**src/rtl/ppu_pkg.sv**
```systemverilog
// Shared PPU definitions: DMA state encoding, register addresses and
// the source-page helpers used by the OAM DMA engine.
package ppu_pkg;

   typedef enum logic [1:0] {
      IDLE  = 2'd0,
      START = 2'd1,
      RUN   = 2'd2
   } dma_state_t;

   localparam logic [15:0] FF46_ADDR    = 16'hFF46;
   localparam logic [15:0] OAM_BASE     = 16'hFE00;

   localparam logic [7:0]  VRAM_SRC_LO  = 8'h80;
   localparam logic [7:0]  VRAM_SRC_HI  = 8'h9F;

   localparam logic [7:0]  ECHO_SRC_LO  = 8'hE0;
   localparam logic [7:0]  ECHO_OFFSET  = 8'h20;

   // Pages E0-FF fold back onto C0-DF (echo RAM).
   function automatic logic [7:0] dma_src_eff(input logic [7:0] src);
      return (src >= ECHO_SRC_LO) ? (src - ECHO_OFFSET) : src;
   endfunction

   // True when a (folded) source page lies in VRAM.
   function automatic logic is_vram_src(input logic [7:0] page);
      return (page >= VRAM_SRC_LO) && (page <= VRAM_SRC_HI);
   endfunction

endpackage

```
**src/rtl/dma_byte_counter.sv**
```systemverilog
// Phase/byte counter for DMA engines: a phase counter that wraps once per
// byte and a byte index that advances on each wrap.
module dma_byte_counter #(
   parameter int CYCLES_PER_BYTE = 4,
   parameter int OAM_LEN         = 160
) (
   input  logic       clk,
   input  logic       reset,
   input  logic       clear,
   input  logic       step,
   output logic [7:0] idx,
   output logic       wrap,
   output logic       last
);

   logic [2:0] cnt;

   // Phase counter rolls over to 0 and bumps the byte index on wrap.
   always_ff @(posedge clk) begin
      if (reset || clear) begin
         cnt <= 3'd0;
         idx <= 8'd0;
      end else if (step) begin
         if (wrap) begin
            cnt <= 3'd0;
            idx <= idx + 8'd1;
         end else begin
            cnt <= cnt + 3'd1;
         end
      end
   end

   assign wrap = (cnt == 3'(CYCLES_PER_BYTE - 1));
   assign last = (idx == 8'(OAM_LEN - 1));

endmodule

```
**src/rtl/oam_dma_ctrl.sv**
```systemverilog
// OAM DMA engine behind FF46: copies OAM_LEN bytes from {src,00h} into OAM,
// holding the bus across restarts and strobing one OAM write per byte.
module oam_dma_ctrl
   import ppu_pkg::*;
#(
   parameter int CYCLES_PER_BYTE = 4,
   parameter int OAM_LEN         = 160
) (
   input  logic        clk,
   input  logic        reset,
   input  logic        cpu_wr,
   input  logic        cpu_rd,
   input  logic [15:0] a,
   input  logic [7:0]  d,
   output logic [7:0]  d_out,
   output logic        d_oe,
   output logic [15:0] dma_a,
   output logic        dma_run,
   output logic        vram_to_oam,
   output logic        oam_addr_ndma,
   output logic        oam_wr,
   output logic        dma_done
);

   dma_state_t state;
   logic [7:0] src;
   logic       restart_flag;
   logic [7:0] idx;
   logic       byte_wrap;
   logic       byte_last;
   logic       ff46_hit;
   logic       ff46_wr;
   logic       cnt_clear;
   logic       cnt_step;
   logic [7:0] src_eff;

   assign ff46_hit = (a == FF46_ADDR);
   assign ff46_wr  = cpu_wr && ff46_hit;

   // Any FF46 write, the end of START and the end of the last byte all
   // restart the counter from zero; it only runs outside IDLE.
   always_comb begin
      cnt_clear = 1'b0;
      cnt_step  = 1'b0;
      case (state)
         IDLE:    cnt_clear = 1'b1;
         START: begin
            cnt_step  = 1'b1;
            cnt_clear = ff46_wr || byte_wrap;
         end
         RUN: begin
            cnt_step  = 1'b1;
            cnt_clear = ff46_wr || (byte_wrap && byte_last);
         end
         default: cnt_clear = 1'b1;
      endcase
   end

   dma_byte_counter #(
      .CYCLES_PER_BYTE (CYCLES_PER_BYTE),
      .OAM_LEN         (OAM_LEN)
   ) u_counter (
      .clk   (clk),
      .reset (reset),
      .clear (cnt_clear),
      .step  (cnt_step),
      .idx   (idx),
      .wrap  (byte_wrap),
      .last  (byte_last)
   );

   // Transfer sequencing; a write in RUN keeps the bus via restart_flag
   // until the restarted transfer reaches RUN again.
   always_ff @(posedge clk) begin
      if (reset) begin
         state        <= IDLE;
         src          <= 8'h00;
         restart_flag <= 1'b0;
         dma_done     <= 1'b0;
      end else begin
         dma_done <= 1'b0;
         if (ff46_wr) begin
            src <= d;
         end
         case (state)
            IDLE: begin
               if (ff46_wr) begin
                  state <= START;
               end
            end
            START: begin
               if (!ff46_wr && byte_wrap) begin
                  state        <= RUN;
                  restart_flag <= 1'b0;
               end
            end
            RUN: begin
               if (ff46_wr) begin
                  state        <= START;
                  restart_flag <= 1'b1;
               end else if (byte_wrap && byte_last) begin
                  state    <= IDLE;
                  dma_done <= 1'b1;
               end
            end
            default: state <= IDLE;
         endcase
      end
   end

   assign src_eff       = dma_src_eff(src);
   assign dma_run       = (state == RUN) || restart_flag;
   assign oam_addr_ndma = !dma_run;
   assign oam_wr        = (state == RUN) && byte_wrap;
   assign dma_a         = dma_run ? {src_eff, idx} : 16'h0000;
   assign vram_to_oam   = is_vram_src(src_eff);
   assign d_out         = src;
   assign d_oe          = cpu_rd && ff46_hit && !reset;

endmodule

```
**config.mk**
```make
export PLATFORM = sky130hd
export DESIGN_NAME = oam_dma_ctrl
export DESIGN_NICKNAME = d
export VERILOG_FILES = /design/src/rtl/ppu_pkg.sv /design/src/rtl/dma_byte_counter.sv /design/src/rtl/oam_dma_ctrl.sv
export SDC_FILE = /design/constraint.sdc
export NUM_CORES = 1
export LEC_CHECK = 0
export ABC_CLOCK_PERIOD_IN_PS = 3100
export BUFFER_PORTS_ARGS = -buffer_cell sky130_fd_sc_hd__buf_2
export CAP_MARGIN = 20
export CORE_UTILIZATION = 41
export CTS_BUF_LIST = sky130_fd_sc_hd__clkbuf_8
export DETAILED_ROUTE_END_ITERATION = 10
export HOLD_SLACK_MARGIN = 0.1
export PLACE_DENSITY = 0.71
export SYNTH_ARGS = -nofsm -noshare
export SYNTH_HDL_FRONTEND = slang
export SYNTH_SLANG_ARGS = --single-unit
```
**constraint.sdc**
```tcl
create_clock -name clk -period 3.1 [get_ports clk]
set_input_delay 0.31 -clock clk [delete_from_list [all_inputs] [get_ports clk]]
set_output_delay 0.31 -clock clk [all_outputs]
set_load 0.02 [all_outputs]
```
Word level (Yosys, flattened, before mapping)
Index checks and enable logic that the tools add are counted.
Cells by class
  multiplexer cells: 14
  bitwise gates (word level): 1
  equal/unequal tests: 9
  reduce and logical (&&, ||, !) cells: 21
  add/sub/neg operators: 3
  $lt $le $gt $ge: 3
Operators by type and width (number)
  == test 16 bit (second input constant): 1
  >= comparator 8 bit (second input constant): 2
  2-to-1 mux 16 bit: 1
  adder 8 x 1 -> 8 bit (second input constant): 1
  == test 8 bit (second input constant): 1
  less-or-equal comparator 8 bit (second input constant): 1
  2-to-1 mux 2 bit: 4
  2-to-1 mux 8 bit: 1
  subtractor 8 x 6 -> 8 bit (second input constant): 1
  logical AND 1 bit: 7
  != test 2 bit (second input constant): 3
  one-hot mux 2 bit (3 select lines): 1
  AND reduction 3 bit: 2
  logical OR 1 bit: 4
  2-to-1 mux 1 bit: 4
  one-hot mux 1 bit (2 select lines): 2
  adder 3 x 1 -> 3 bit (second input constant): 1
  == test 3 x 2 -> 1 bit (second input constant): 1
  logical NOT 1 bit: 3
  2-to-1 mux 3 bit: 1
  != test 3 bit (second input constant): 1
  OR reduction 3 bit: 1
  == test 2 x 1 -> 1 bit (second input constant): 1
  == test 2 bit (second input constant): 1
  5 further kinds: 5
Storage, ports and cells
  output and inout bits: 30
  input port bits: 28
  register bits after elaboration: 23
  word-level logic and storage cells: 57

Longest topological paths before layout
Gate-level depths: netlist of the first run.
  depth in word-level cells: 6
  gate-level depth with buffers: 8

Hierarchy
Synthesis of the first run repeated with hierarchy kept, for this count alone.
Second synthesis, totals
  cells, all modules: 155
  area total of the unflattened synthesis: 1356.3 sq um
By module, submodules not included
  oam_dma_ctrl: area an instance 837.1 sq um, cells each 94, times used 1, seq. area each 240.2 sq um
  dma_byte_counter: area an instance 519.2 sq um, cells each 61, times used 1, seq. area each 220.2 sq um

Worst setup path before layout of the first run
OpenSTA, ideal clock, no wires.
  kind: input to register
  start point: input port a[0]
  end point: register state[0]
  stages: 5
  data required time: 2979 ps
  setup time: 121 ps
  path buffers: 0
  setup slack: 1073 ps
  arrival: 1906 ps
  cells stage by stage: or4b_4 nor4_4 nand2_2 a2bb2oi_2 mux2_4
On the way
  word-level cells in the longest chain between the ends: 6
Ends and longest elaborated chain
  start: declaration: RTL line oam_dma_ctrl.sv:13  | input logic [15:0] a,
  == test 16 bit *: RTL line oam_dma_ctrl.sv:37  | assign ff46_hit = (a == FF46_ADDR);
  logical AND 1 bit *: RTL line oam_dma_ctrl.sv:38  | assign ff46_wr = cpu_wr && ff46_hit;
  logical NOT 1 bit: RTL line oam_dma_ctrl.sv:92  | if (!ff46_wr && byte_wrap) begin
  logical AND 1 bit: RTL line oam_dma_ctrl.sv:92
  != test 2 bit (no source line)
  AND reduction 3 bit (no source line)
  end signal: assignment: RTL line oam_dma_ctrl.sv:93  | state <= RUN;
  end signal: assignment: RTL line oam_dma_ctrl.sv:99  | state <= START;
  end signal: assignment: RTL line oam_dma_ctrl.sv:102  | state <= IDLE;
  end: declaration: RTL line oam_dma_ctrl.sv:25  | dma_state_t state;
Every way passes the cells marked *; elsewhere a longest branch is shown, timed or not.
A chain may end at the register's enable or synchronous reset.

Worst setup path in the final report of the first run
  start point: register state[0]
  end point: output port dma_a[14]
On the way
  word-level cells in the longest chain between the ends: 3
Ends and longest elaborated chain
  start signal: assignment: RTL line oam_dma_ctrl.sv:76  | state <= IDLE;
  start signal: assignment: RTL line oam_dma_ctrl.sv:88  | state <= START;
  start signal: assignment: RTL line oam_dma_ctrl.sv:93
  == test 2 bit: RTL line oam_dma_ctrl.sv:112  | assign dma_run = (state == RUN) || restart_flag;
  logical OR 1 bit: RTL line oam_dma_ctrl.sv:112
  2-to-1 mux 16 bit: RTL line oam_dma_ctrl.sv:115  | assign dma_a = dma_run ? {src_eff, idx} : 16'h0000;
  end: declaration: RTL line oam_dma_ctrl.sv:17  | output logic [15:0] dma_a,
Every way passes these cells.

==> results.toml, run 1 <==
[synthesis]
yosys.area.top_type = "dfxtp_1"
netlist.area_leader.share_pct = 36.0
synthCells = 153
yosysSeqAreaShare_pct = 36.0
synth_nets = 189
synthFlopType = "dfxtp_1"
synth_seq_cells = 23
syn-cell-area_mm2 = 0.00128
avgSynthCellArea_um2 = 8.35
ys_top_cells_by_count = "dfxtp_1 (23), nand2_1 (22), nor2_1 (18)"
ys_top_cells_by_area = "dfxtp_1 (36%), ha_1 (7.8%), and2_1 (6.9%), nand2_1 (6.5%), nor2_1 (5.3%)"
synth_cell_types = 37
synth_enable_flop_cells = 0
yosys_warnings = 0
synthMostInstantiatedCell = "dfxtp_1"
async_flop_share_pct = 0

[clocking]
root_buffer = "clkbuf_8"
clock_path_buffers = 2
cts_buffers = 3
hold_buffers = 0
insertion_delay_ns = 0.26
post_cts_resized = 0
tritoncts = "built"
clk_pin_slew_ns = 0.08
cts_max_level = 1
clock_sinks = 23
cts_setup_buffers = 0

[floorplanning]
die_area_mm2 = 0.00334
core_area_mm2 = 0.00285
start_util_pct = 44.8
num_rows = 19
fp.dieW_um = 57.8
die_h_um = 57.8
io_pins = 58

[setup_path]
arrival_ns = 1.86
critPathBufInv = 4
worst_path_most_repeated_cell = "inv_1"
critPathSlowestCell = "dfxtp_1"
cp-end-kind = "primary output"
worst-endpoint-required_ns = 2.79
cpLargestDelayFamily = "buffers and inverters"
cp_max_fo = 16
path_cells = "inv_1, ha_1, or2_0, buf_4, inv_1, a311oi_1, buf_2"
reg2reg_slack_ns = 1.22
timing.rr.start = "state[0]$_SDFFE_PP0P_"
cp.depth = 7
path_class = "flip-flop to primary output"
r2r_cells = 7
crit_path_max_incr_delay_ns = 0.36
critPathLaunchType = "flip-flop"
r2r-end = "u_counter.idx[7]$_SDFFE_PP0P_"

[outcome]
violations = "design-rule violations"
run_status = "finished, violations left"

[cells_and_area]
area_delta_synth_final_pct = 28.1
fill_cells = 268
drive_gt1_share_pct = 33.6
stdcell_area_mm2 = 0.00164
register_area_um2 = 460
layoutNonFillerInstCount = 242
nNetsFinal = 248
antennaDiodeCount = 0
multi_input_area_um2 = 764

[placed_design]
dpl.cell_count = 238
placed_area_mm2 = 0.00159
place.gp.congestion = 0.772
dp_slack_ns = 0.823
port_buffers = 57
place_hpwl_mm = 2.22

[sta]
fin_crit_ns = 2.17
relSlewSlack_pct = 70.7
setup_viol_count_final = 0
slew_viol_final = 0
setup_tns_ns = 0
fmax_mhz = 461
hold_viol = 0
rsz0062_at_grt = "false"
finalClockSkew_ns = 0.00107
setup_ws_ns = 0.931
fin_crit_sh_pct = 70.0
tightest_slew_ns = 0.439

[routing]
wirelength_mm = 2.78
vias = 1246
antenna_left = 0
dr.pass1.iters = 7
drt_iter0_markers = 60
drcViolationCount = 7
wire_per_inst_um = 11.5
viasPerCell = 5.15

[pwr]
power.share.sequential_pct = 58.9
switching_power_mw = 0.101
p_int_mw = 0.399
ir_drop_uv = 242
p_sw_share_pct = 20.3
p_leak_nw = 0.740
p_comb_share_pct = 5.0
p_total_mw = 0.501
clockPowerShare_pct = 36.1
powerDensity_mw_per_mm2 = 306

[hold_path]
hold_start = "d[1]"
hold_class = "primary input to flip-flop"
hold_end = "d_out[1]$_SDFFE_PP0P_"
holdPathStages = 3

[flow_run]
maxCapViolCount = 0

[global_route]
grt_overflow = 0
grt_max_degree = 17
antenna_found_initial = 0
first_global_vias = 1171
grt_pass1_wl_mm = 4.82
grtUsageTotal_pct = 18.1
-- tightest hold or removal path, delay by kind of cell --
family / cells / cell delay [ns]
buffers and inverters: 1 / 0.09
AND/OR/NAND/NOR: 1 / 0.04
AO/OA/AOI/OAI: 1 / 0.05
-- cell usage in the layout, fill, tap and decap left out, drive strengths merged, types with 2 or more instances in the layout --
master / instances
nand3: 3
a31oi: 2
buf: 58
inv: 9
a21oi: 10
xnor2: 3
nand2b: 3
nor4: 2
ha: 8
nor2: 18
nor3: 2
and2: 15
and3b: 2
xor2: 4
nand4: 5
dfxtp: 23
and3: 2
clkbuf: 3
nand2: 23
mux2i: 2
-- through the flow --
step,utilization (%),hold WS (ns)
final,57.4,0.281
after global routing,57.4,0.284
after CTS,57.4,0.277
after detailed placement,55.7,0.417
after global placement,55.7,0.407
after floorplan,-,0.398
-- kinds of logic after synthesis --
family          after synthesis  share of synthesized area [%]
fa+ha+maj                     8                           7.84
xor+xnor                      7                           4.80
buf+inv                      13                           4.11
flops                        23                           36.0
simple gates                 79                           33.7
compound gates               20                           10.8
mux                           3                           2.74
-- worst max path at each step --
stage | startpoint | end | slack, ns
floorplan | a[0] | state[0]$_SDFFE_PP0P_ | 1.07
global placement | a[0] | state[0]$_SDFFE_PP0P_ | 0.89
detailed placement | a[0] | state[0]$_SDFFE_PP0P_ | 0.82
CTS | state[0]$_SDFFE_PP0P_ | dma_a[14] | 0.91
global route | state[0]$_SDFFE_PP0P_ | dma_a[14] | 0.73
finish | state[0]$_SDFFE_PP0P_ | dma_a[14] | 0.93
-- power groups by stage --
stage / clock network (mW) / logic (mW) / registers (mW)
after floorplan: 0 / 0.00627 / 0.302
after global placement: 0 / 0.0242 / 0.302
after detailed placement: 0 / 0.0253 / 0.302
after CTS: 0.188 / 0.0254 / 0.295
after global routing: 0.203 / 0.0278 / 0.295
final: 0.181 / 0.0250 / 0.295
-- sequential cells by signal (all words and copies together) (netlist names) --
register and cells:
d_out 8, dma_done 1, restart_flag 1, state 2
u_counter.cnt 3, u_counter.idx 8
-- metal layers --
metal | routed length [um] | GRT usage (%) | up-vias
met4 | 25 | 4.08 | 0
met5 | 0 | 0 | -
met1 | 1180 | 21.0 | 569
met3 | 176 | 5.36 | 4
met2 | 1400 | 32.7 | 38
li1 | - | - | 635
-- final cells by class --
type	instances	area share (%)
clock buffer	3	2.52
clock inverter	1	0.306
inverter	9	2.06
multi-input combinational	117	46.7
sequential	23	28.1
tap	31	2.37
timing repair buffer	58	17.9
Note: power is estimated with default switching activity, not from simulation.
==> run 2, diff against run 1 <==
ABC_CLOCK_PERIOD_IN_PS = 2000   (was 3100)
clock period = 2 ns   (was 3.1 ns; I/O delays follow)
==> results.toml, run 2 (synthesis results as in run 1) <==
[outcome]
run_status = "finished, violations left"
violations = "design-rule violations"

[placed_design]
dp_slack_ns = 0.0408
placed_area_mm2 = 0.00164
place_hpwl_mm = 2.22
port_buffers = 57
place.gp.congestion = 0.771

[sta]
tightest_slew_ns = 0.453
fin_crit_sh_pct = 94.7
finalClockSkew_ns = 0.00390
relSlewSlack_pct = 69.8
setup_viol_count_final = 0
rsz0062_at_grt = "false"
slew_viol_final = 0
setup_tns_ns = 0
fin_crit_ns = 1.89
setup_ws_ns = 0.106
fmax_mhz = 528
hold_viol = 0

[cells_and_area]
fill_cells = 271
area_delta_synth_final_pct = 31.6
antennaDiodeCount = 0
nNetsFinal = 254
drive_gt1_share_pct = 35.5
postLayoutCoreUtil_pct = 58.9
stdcell_area_mm2 = 0.00168
final_common_cell = "buf_2"
layout_common_cells = "buf_2 (57), nand2_1 (22), dfxtp_1 (22)"

[global_route]
first_global_vias = 1104
grt_overflow = 0
grtUsageTotal_pct = 17.0
grt_max_degree = 17
grt_pass1_wl_mm = 4.52
antenna_found_initial = 0

[pwr]
p_leak_nw = 0.774
powerDensity_mw_per_mm2 = 460
ir_drop_uv = 234

[clocking]
insertion_delay_ns = 0.26
root_buffer = "clkbuf_8"
tritoncts = "built"
clock_path_buffers = 2
cts_setup_buffers = 0
hold_buffers = 0
clk_pin_slew_ns = 0.07
cts_buffers = 3
cts_max_level = 1
clock_sinks = 23

[routing]
dr.pass1.iters = 7
drcViolationCount = 7
drt_iter0_markers = 88
vias = 1240
viasPerCell = 5.00
wire_per_inst_um = 11.1
antenna_left = 0
wirelength_mm = 2.76

[setup_path]
path_class = "flip-flop to primary output"
arrival_ns = 1.69
critPathLaunchType = "flip-flop"
cp_max_fo = 8
cp-end-kind = "primary output"
worst-endpoint-required_ns = 1.80

[hold_path]
hold_class = "primary input to flip-flop"

[floorplanning]
die_area_mm2 = 0.00334
die_h_um = 57.8
fp.dieW_um = 57.8
start_util_pct = 44.8
num_rows = 19
io_pins = 58
core_area_mm2 = 0.00285

[flow_run]
maxCapViolCount = 0
-- run 2: cell count changes in the layout (fill, tap and decap cells not counted), sizes merged --
cell    change
buf         +6
clkinv      -1
inv         +1
-- run 2: timing repair --
item,CTS,global route
cloned,0,0
pin swaps,0,0
endpoints found under the setup margin,8,13
gates resized for setup,1,1
-- run 2: final timing paths --
path | start | endpoint | slack [ns] | cells past startpoint
setup / recovery | state[0]$_SDFFE_PP0P_ | dma_a[1] | 0.11 | 6
hold / removal | d[2] | d_out[2]$_SDFFE_PP0P_ | 0.18 | 3
setup reg to reg | u_counter.cnt[0]$_SDFFE_PP0P_ | state[0]$_SDFFE_PP0P_ | 0.29 | 6
hold reg to reg | u_counter.cnt[0]$_SDFFE_PP0P_ | u_counter.cnt[0]$_SDFFE_PP0P_ | 0.43 | 1
-- run 2: cell type report --
| cell class | instances | area, um2 | share of cell area, % |
|---|---|---|---|
| Multi-Input combinational cell | 117 | 764 | 45.5 |
| Clock inverter | 1 | 3.75 | 0.223 |
| Clock buffer | 3 | 41.3 | 2.46 |
| Timing Repair Buffer | 64 | 338 | 20.1 |
| Inverter | 9 | 33.8 | 2.01 |
| Tap cell | 31 | 38.8 | 2.31 |
| Sequential cell | 23 | 462 | 27.5 |
-- run 2: routing by layer --
metal | vias up | global-route usage (%) | wire, um
met1 | 552 | 21.0 | 1210
met4 | 0 | 7.82 | 45
met5 | - | 0 | 0
met3 | 5 | 2.23 | 164
li1 | 643 | - | -
met2 | 40 | 29.4 | 1340
-- run 2: metrics by stage --
stage / hold slack [ns] / instances / total power [mW]
floorplan: 0.340 / 153 / 0.478
global placement: 0.408 / 244 / 0.506
detailed placement: 0.424 / 244 / 0.507
CTS: 0.170 / 248 / 0.784
global route: 0.177 / 248 / 0.804
finish: 0.176 / 248 / 0.774
-- run 2: report_power, final --
group          internal, mW  switching [mW]  total [mW]
logic                0.0230          0.0155      0.0384
registers             0.457       0.0000271       0.457
clock network         0.137           0.141       0.278
total                 0.617           0.157       0.774
-- run 2: worst max-delay path, stage by stage, from the launching register on --
cell     delay [ns]
dfxtp_2        0.36
inv_1          0.08
ha_1           0.22
or2_1          0.28
buf_4          0.19
and2_1         0.15
buf_2          0.15
==> run 3, diff against run 2 <==
ABC_CLOCK_PERIOD_IN_PS = 1650   (was 2000)
CELL_PAD_IN_SITES_DETAIL_PLACEMENT = 0   (was not set)
CELL_PAD_IN_SITES_GLOBAL_PLACEMENT = 2   (was not set)
CORE_UTILIZATION = 24   (was 41)
PLACE_DENSITY = not set   (was 0.71)
PLACE_DENSITY_LB_ADDON = 0.1   (was not set)
clock period = 1.65 ns   (was 2 ns; I/O delays follow)
==> results.toml, run 3 (synthesis results as in run 1) <==
[cells_and_area]
antennaDiodeCount = 0
multi_input_area_um2 = 905
layout_common_cells = "buf_2 (41), buf_4 (24), nand2_1 (22)"
layoutNonFillerInstCount = 306
drive_gt1_share_pct = 53.4
area_delta_synth_final_pct = 66.6
register_area_um2 = 467
fill_cells = 529
nNetsFinal = 273
final_common_cell = "buf_2"

[floorplanning]
start_util_pct = 25.0
num_rows = 26
die_h_um = 75.0
io_pins = 58
core_area_mm2 = 0.00511
fp.dieW_um = 75.0
die_area_mm2 = 0.00562

[flow_run]
maxCapViolCount = 0

[global_route]
grt_max_degree = 17
met1_usage_pct = 16.6
grt_pass1_wl_mm = 5.69
grtUsageMet3_pct = 2.14
grtUsageTotal_pct = 13.4
use_met2_pct = 23.4
grt_overflow = 0
grt_busiest_layer = "met2"
first_global_vias = 1229
antenna_found_initial = 0

[setup_path]
path_class = "flip-flop to primary output"
worst-endpoint-required_ns = 1.48
cp-end-kind = "primary output"
cp_max_fo = 5
critPathLaunchType = "flip-flop"
reg2reg_slack_ns = 0.01
arrival_ns = 1.58

[pwr]
ir_drop_uv = 297
p_total_mw = 0.956
p_leak_nw = 0.927
powerDensity_mw_per_mm2 = 449

[sta]
fmax_mhz = 571
setup_tns_ns = -0.703
tightest_slew_ns = 0.339
fin_crit_ns = 1.75
rsz0062_at_grt = "true"
setup_ws_ns = -0.0999
hold_viol = 0
setup_viol_count_final = 11
slew_viol_final = 0
finalClockSkew_ns = 0.00153
fin_crit_sh_pct = 106
relSlewSlack_pct = 77.4

[routing]
drcViolationCount = 0
wirelength_mm = 3.69
antenna_left = 0
drt_iter0_markers = 25
vias = 1340
viasPerCell = 4.38
wire_per_inst_um = 12.0
dr.pass1.iters = 4

[clocking]
insertion_delay_ns = 0.26
tritoncts = "built"
cts_max_level = 1
clock_path_buffers = 2
cts_buffers = 3
hold_buffers = 0
clock_sinks = 23
clk_pin_slew_ns = 0.08
root_buffer = "clkbuf_8"

[placed_design]
dp_slack_ns = -0.135
place.gp.congestion = 0.795
place_hpwl_mm = 2.79
dpl.cell_count = 296
port_buffers = 57

[outcome]
run_status = "finished, violations left"
violations = "negative setup slack"

[hold_path]
hold_class = "primary input to flip-flop"
run 3: cell count changes in the layout (fill, tap and decap cells not counted), sizes merged:
cell / before / now
buf: 64 / 83
run 3: layer usage:
metal	routed length (um)	up-vias
li1	-	682
met1	1650	623
met2	1820	29
met3	162	6
met4	56	0
met5	0	-
run 3: path summary, 6_finish.rpt:
| kind | start | to | cells past startpoint |
|---|---|---|---|
| hold reg to reg | u_counter.cnt[2]$_SDFFE_PP0P_ | u_counter.cnt[2]$_SDFFE_PP0P_ | 2 |
| setup reg to reg | state[0]$_SDFFE_PP0P_ | u_counter.idx[3]$_SDFFE_PP0P_ | 8 |
| setup / recovery | state[0]$_SDFFE_PP0P_ | dma_a[0] | 7 |
| hold / removal | d[5] | d_out[5]$_SDFFE_PP0P_ | 3 |
run 3: cell type report:
cell class	instances	share of cell area [%]
multi-input combinational	117	42.5
timing repair buffer	83	27.6
sequential	23	21.9
tap	70	4.12
clock buffer	3	1.94
inverter	9	1.70
clock inverter	1	0.176
run 3: per-stage QoR:
step	hold slack [ns]	util (%)	cell area, um2
2_1_floorplan	0.305	-	1300
3_3_place_gp	0.415	35.3	1800
3_5_place_dp	0.417	35.3	1800
4_1_cts	0.127	39.4	2010
5_1_grt	0.131	41.7	2130
6_report	0.134	41.7	2130
run 3: what timing repair did:
item                       CTS  global route
setup endpoints to repair   21            27
setup buffers                1             3
pin swaps                   10            13
gates resized for setup     48            25
cloned                       2             0
run 3: worst max-delay path: stages, from the launching register on:
cell and delay [ns]:
dfxtp_2 0.35, inv_2 0.05, ha_4 0.15, or2_4 0.23, buf_6 0.13, buf_6 0.13
and2_4 0.15, buf_6 0.12
run 3: power by group:
part	switching, mW	leakage, nW	internal [mW]
Combinational	0.0218	0.712	0.0299
Sequential	0.0000246	0.188	0.554
Clock	0.183	0.0269	0.166
